[src/rtl/ones_count_datapath.sv]
// ones_count_datapath
// Datapath half of the ones-counter: a one-entry operand buffer feeding a
// shift register A, a saturating bit counter, and a registered result port
// with valid/ready handshake. Control strobes come from an external FSM,
// which reads back the Aeq10 (A == 0) and n_0 (A[0]) flags.

module ones_count_datapath #(
  parameter int WIDTH = 8,
  parameter int CW    = $clog2(WIDTH + 1)
) (
  input  logic             clk,
  input  logic             rst,
  input  logic [WIDTH-1:0] in_data,
  input  logic             in_valid,
  output logic             in_ready,
  input  logic             Load_En,
  input  logic             shift_En,
  input  logic             count_Load,
  input  logic             out_En,
  output logic             Aeq10,
  output logic             n_0,
  output logic [CW-1:0]    out_data,
  output logic             out_valid,
  input  logic             out_ready,
  output logic             load_underrun
);

  // Saturation value of the counter: an all-ones operand of WIDTH bits.
  localparam logic [CW-1:0] CNT_MAX = CW'(WIDTH);
  localparam logic [CW-1:0] CNT_ONE = {{(CW-1){1'b0}}, 1'b1};

  logic [WIDTH-1:0] a_q, a_d;
  logic [WIDTH-1:0] buf_q, buf_d;
  logic             buf_valid_q, buf_valid_d;
  logic [CW-1:0]    cnt_q, cnt_d;
  logic [CW-1:0]    out_data_q, out_data_d;
  logic             out_valid_q, out_valid_d;
  logic             sent_q, sent_d;
  logic             load_underrun_q, load_underrun_d;
  logic             accept_s;

  // A Load_En frees the buffer slot in the same cycle, so ready may follow it.
  assign in_ready = !buf_valid_q || Load_En;
  assign accept_s = in_valid && in_ready;

  // Status flags are read straight off A so the FSM sees them in its decision state.
  assign Aeq10 = (a_q == {WIDTH{1'b0}});
  assign n_0   = a_q[0];

  assign out_data      = out_data_q;
  assign out_valid     = out_valid_q;
  assign load_underrun = load_underrun_q;

  // Operand buffer, shift register A and underrun flag next-state.
  always_comb begin
    a_d             = a_q;
    buf_d           = buf_q;
    buf_valid_d     = buf_valid_q;
    load_underrun_d = load_underrun_q;
    if (Load_En) begin
      if (buf_valid_q) begin
        // Buffered operand wins; a concurrent accept refills the slot.
        a_d = buf_q;
        if (accept_s) begin
          buf_d       = in_data;
          buf_valid_d = 1'b1;
        end else begin
          buf_valid_d = 1'b0;
        end
      end else if (in_valid) begin
        // Bypass: the accept of this cycle goes straight into A.
        a_d = in_data;
      end else begin
        a_d             = {WIDTH{1'b0}};
        load_underrun_d = 1'b1;
      end
    end else begin
      // Outside a load, ready implies an empty slot, so an accept fills it.
      if (accept_s) begin
        buf_d       = in_data;
        buf_valid_d = 1'b1;
      end else begin
        buf_d       = buf_q;
      end
      if (shift_En) begin
        a_d = a_q >> 1;
      end else begin
        a_d = a_q;
      end
    end
  end

  // Bit counter next-state: cleared by a load, saturating increment otherwise.
  always_comb begin
    cnt_d = cnt_q;
    if (Load_En) begin
      cnt_d = {CW{1'b0}};
    end else if (count_Load && (cnt_q != CNT_MAX)) begin
      cnt_d = cnt_q + CNT_ONE;
    end else begin
      cnt_d = cnt_q;
    end
  end

  // Result port next-state: capture once per operand, hold under backpressure.
  always_comb begin
    out_data_d  = out_data_q;
    out_valid_d = out_valid_q;
    sent_d      = sent_q;
    if (Load_En) begin
      out_valid_d = 1'b0;
      sent_d      = 1'b0;
    end else if (out_valid_q && out_ready) begin
      out_valid_d = 1'b0;
      sent_d      = 1'b1;
    end else if (out_En && !out_valid_q && !sent_q) begin
      out_data_d  = cnt_q;
      out_valid_d = 1'b1;
    end else begin
      out_valid_d = out_valid_q;
    end
  end

  // State registers; reset discards any buffered operand and pending result.
  always_ff @(posedge clk or posedge rst) begin
    if (rst) begin
      a_q             <= {WIDTH{1'b0}};
      buf_q           <= {WIDTH{1'b0}};
      buf_valid_q     <= 1'b0;
      cnt_q           <= {CW{1'b0}};
      out_data_q      <= {CW{1'b0}};
      out_valid_q     <= 1'b0;
      sent_q          <= 1'b0;
      load_underrun_q <= 1'b0;
    end else begin
      a_q             <= a_d;
      buf_q           <= buf_d;
      buf_valid_q     <= buf_valid_d;
      cnt_q           <= cnt_d;
      out_data_q      <= out_data_d;
      out_valid_q     <= out_valid_d;
      sent_q          <= sent_d;
      load_underrun_q <= load_underrun_d;
    end
  end

endmodule

[config.mk]
export PLATFORM = sky130hd
export DESIGN_NAME = ones_count_datapath
export DESIGN_NICKNAME = d
export VERILOG_FILES = /design/src/rtl/ones_count_datapath.sv
export SDC_FILE = /design/constraint.sdc
export NUM_CORES = 1
export LEC_CHECK = 0
export BUFFER_PORTS_ARGS = -buffer_cell sky130_fd_sc_hd__buf_2
export CORE_UTILIZATION = 49
export DETAILED_ROUTE_END_ITERATION = 10
export PLACE_DENSITY_LB_ADDON = 0.1
export RECOVER_POWER = 100
export SLEW_MARGIN = 20
export SYNTH_ARGS = -nofsm -noshare
export SYNTH_HDL_FRONTEND = slang
export SYNTH_SLANG_ARGS = --single-unit
[constraint.sdc]
create_clock -name clk -period 1.4 [get_ports clk]
set_input_delay 0.14 -clock clk [delete_from_list [all_inputs] [get_ports clk]]
set_output_delay 0.14 -clock clk [all_outputs]
set_load 0.05 [all_outputs]
==> results.yml <==
outcome:
  outcome: "finished, violations left"
  violations: "setup timing"
drt:
  wirelength_um: 2480
  wire_per_inst_um: 13.2
  vias: 977
  drc: 0
  drtAntennaViolNets: 0
  first_pass_iters: 3
  drtIter0Drc: 13
  avgViaCountPerCell: 5.20
cells_and_area:
  n_fill_cell: 210
  layout.cells.non_filler: 188
  final_core_util: 0.652
  syn_to_final_growth_pct: 22.0
  fin_nets: 177
  antennaDiodeCount: 0
  final_layout_size_suffix_gt1_frac: 0.348
grt:
  grt_pass1_vias: 861
  groute.usage.overall: 0.180
  grt_overflow_total: 0
  antenna_found_initial: 0
  grt_pass1_wl_um: 3770
  grt_max_degree: 29
clock_tree:
  clk_latency_ps: 320
  cts_buffers: 3
  clkTransAtPathRegs_ps: 150
  clock-sinks: 28
  root_buffer: "clkbuf_4"
  tritoncts: "done"
  clockBufferDepth: 2
  cts_max_level: 1
sta:
  clock.fmax_ghz: 0.590
  worstMarginPinSlew_ps: 677
  hold_slack_ps: 26.3
  layout_min_cycle_time_ps: 1690
  finalHoldViolations: 0
  layout_setup_ws_ps: -295
  slew_violations: 0
  finalSetupViolCount: 1
  slew_headroom: 0.549
  fin_crit_sh: 1.21
  skew_ps: 5.04
  setup_tns_ps: -295
  rsz0062_at_grt: "yes"
place:
  portBuffers: 24
  gp_congestion: 0.802
  dpl.hpwl_um: 1770
  dp_cells: 178
worst_setup_path:
  worstPathMaxFanout: 2
  cp_cell_sequence: "or4_4 > nor2_4 > buf_8"
  arrival_ps: 1550
  r2r_slack_ps: 70
  cpLargestDelayFamily: "simple AND/OR/NAND/NOR gates"
  slowest_delay_ps: 540
  end_kind: "primary output"
  crit_slowest_cell: "or4_4"
  required_ps: 1260
  crit_buf_inv: 1
  crit_type: "reg2out"
  startpoint_type: "flop"
synth:
  synth_fp_nets: 140
  seq_area_frac_synth: 0.515
  yosysWarnings: 0
  ys_seq_elements: 28
  synth_area_um2: 1360
  synth.avg_cell_area_um2: 11.1
  synth_cell_types: 29
  netlist_instances: 122
pwr:
  p_leak_nw: 0.766
  irDropWorstVdd_mv: 0.726
  power.total_mw: 1.82
  power_density_nw_per_um2: 1100
die:
  num_rows: 18
  start_util: 0.534
  die_area_um2: 2990
  io_pins: 25
  fp.dieW_um: 54.7
  core_area_um2: 2540
  die_h_um: 54.7
min_path:
  hold_class: "in2reg"
flow_run:
  maxCapViolations: 0
==> per-stage QoR <==
stage | instance area, um^2 | setup WS, ps
after CTS | 1640 | -295
after global routing | 1660 | -342
after global placement | 1560 | -7.54
after detailed placement | 1560 | -31.1
after floorplan | 1370 | -59.5
final | 1660 | -295
==> repair_timing <==
item / 4_1_cts / 5_1_grt
hold endpoints to repair: 28 / 0
gates resized for setup: 3 / 3
pin swaps: 0 / 1
setup endpoints to repair: 2 / 3
hold buffers: 1 / 0
setup buffers: 2 / 3
==> cells in the final DEF (no fill, tap or decap), types with 7 or more instances in the layout <==
cell      count
nand3b_1      7
a211oi_1      7
buf_2        17
dfrtp_1      27
nand2_1      14
buf_4        10
a31oi_1       7
mux2_1        8
clkbuf_2      8
nor2b_1       7
==> per-layer routing <==
metal | track usage | vias up | wire length [um]
met4 | 0.0641 | 0 | 10
met5 | 0 | - | 0
met1 | 0.250 | 456 | 1260
met3 | 0.0167 | 2 | 68
li1 | - | 504 | -
met2 | 0.291 | 15 | 1140
==> synthesized netlist by cell type <==
master / n / area (um^2)
a211oi_1: 7 / 52.6
a21o_1: 1 / 7.51
a21oi_1: 3 / 15.0
a31oi_1: 7 / 43.8
buf_2: 1 / 5.00
buf_4: 1 / 7.51
clkbuf_1: 4 / 15.0
dfrtp_1: 28 / 701
ha_1: 2 / 25.0
inv_1: 4 / 15.0
mux2_1: 8 / 90.1
mux2_2: 5 / 56.3
mux2i_1: 1 / 10.0
nand2_1: 14 / 52.6
nand2b_1: 2 / 12.5
nand2b_2: 2 / 17.5
nand3_4: 1 / 17.5
nand3b_1: 7 / 52.6
nand4_1: 1 / 6.26
nor2_1: 6 / 22.5
nor2b_1: 7 / 43.8
nor3b_1: 2 / 15.0
nor4b_4: 1 / 23.8
o21a_1: 1 / 7.51
o21ai_0: 1 / 5.00
o21bai_1: 1 / 7.51
or3b_2: 1 / 8.76
or4_1: 2 / 15.0
xor2_1: 1 / 8.76
==> worst register-to-register path, delay by kind of cell (launching register included) <==
kind	cells	cell delay, ps
mux	1	380
flops	1	460
simple gates	1	390
==> cells by family (layout without fill, tap and decap cells) <==
logic type | Yosys count | after routing | synth area share
adders and majority gates | 2 | 2 | 0.0184
and+or+nand+nor | 46 | 46 | 0.212
DFF | 28 | 28 | 0.515
AOI/OAI and AO/OA | 21 | 21 | 0.102
buffers and inverters | 10 | 46 | 0.0313
muxes | 14 | 14 | 0.115
xor gates and xnor gates | 1 | 1 | 0.00644
==> final cells by class <==
cell class	count	area (um^2)	area share
Multi-Input combinational cell	84	636	0.383
Clock buffer	4	36.3	0.0219
Timing Repair Buffer	38	233	0.140
Tap cell	30	37.5	0.0226
Sequential cell	28	702	0.423
Inverter	4	15.0	0.00905
==> where the power goes <==
part | total, mW | switching, mW | internal, mW
clock network | 0.396 | 0.237 | 0.159
logic | 0.447 | 0.244 | 0.203
registers | 0.975 | 0.0617 | 0.913
==> sequential cells by signal (all words and copies together), names as in the netlist <==
signal and flops:
buf_q 8, load_underrun 1, sent_q 1, buf_valid_q 1, out_valid 1, out_data 4
a_q 8, cnt_q 4
==> final timing paths <==
| check | startpoint | depth (start not counted) | endpoint |
|---|---|---|---|
| max in group asynchronous | rst | 4 | a_q[0] |
| hold / removal | in_data[7] | 2 | buf_q[7] |
| setup / recovery | a_q[5] | 3 | Aeq10 |
| hold reg to reg | buf_q[2] | 1 | buf_q[2] |
| setup reg to reg | out_valid | 2 | out_data[2] |
| min in group asynchronous | rst | 4 | buf_q[4] |
Power figures use the tool's default switching activity.
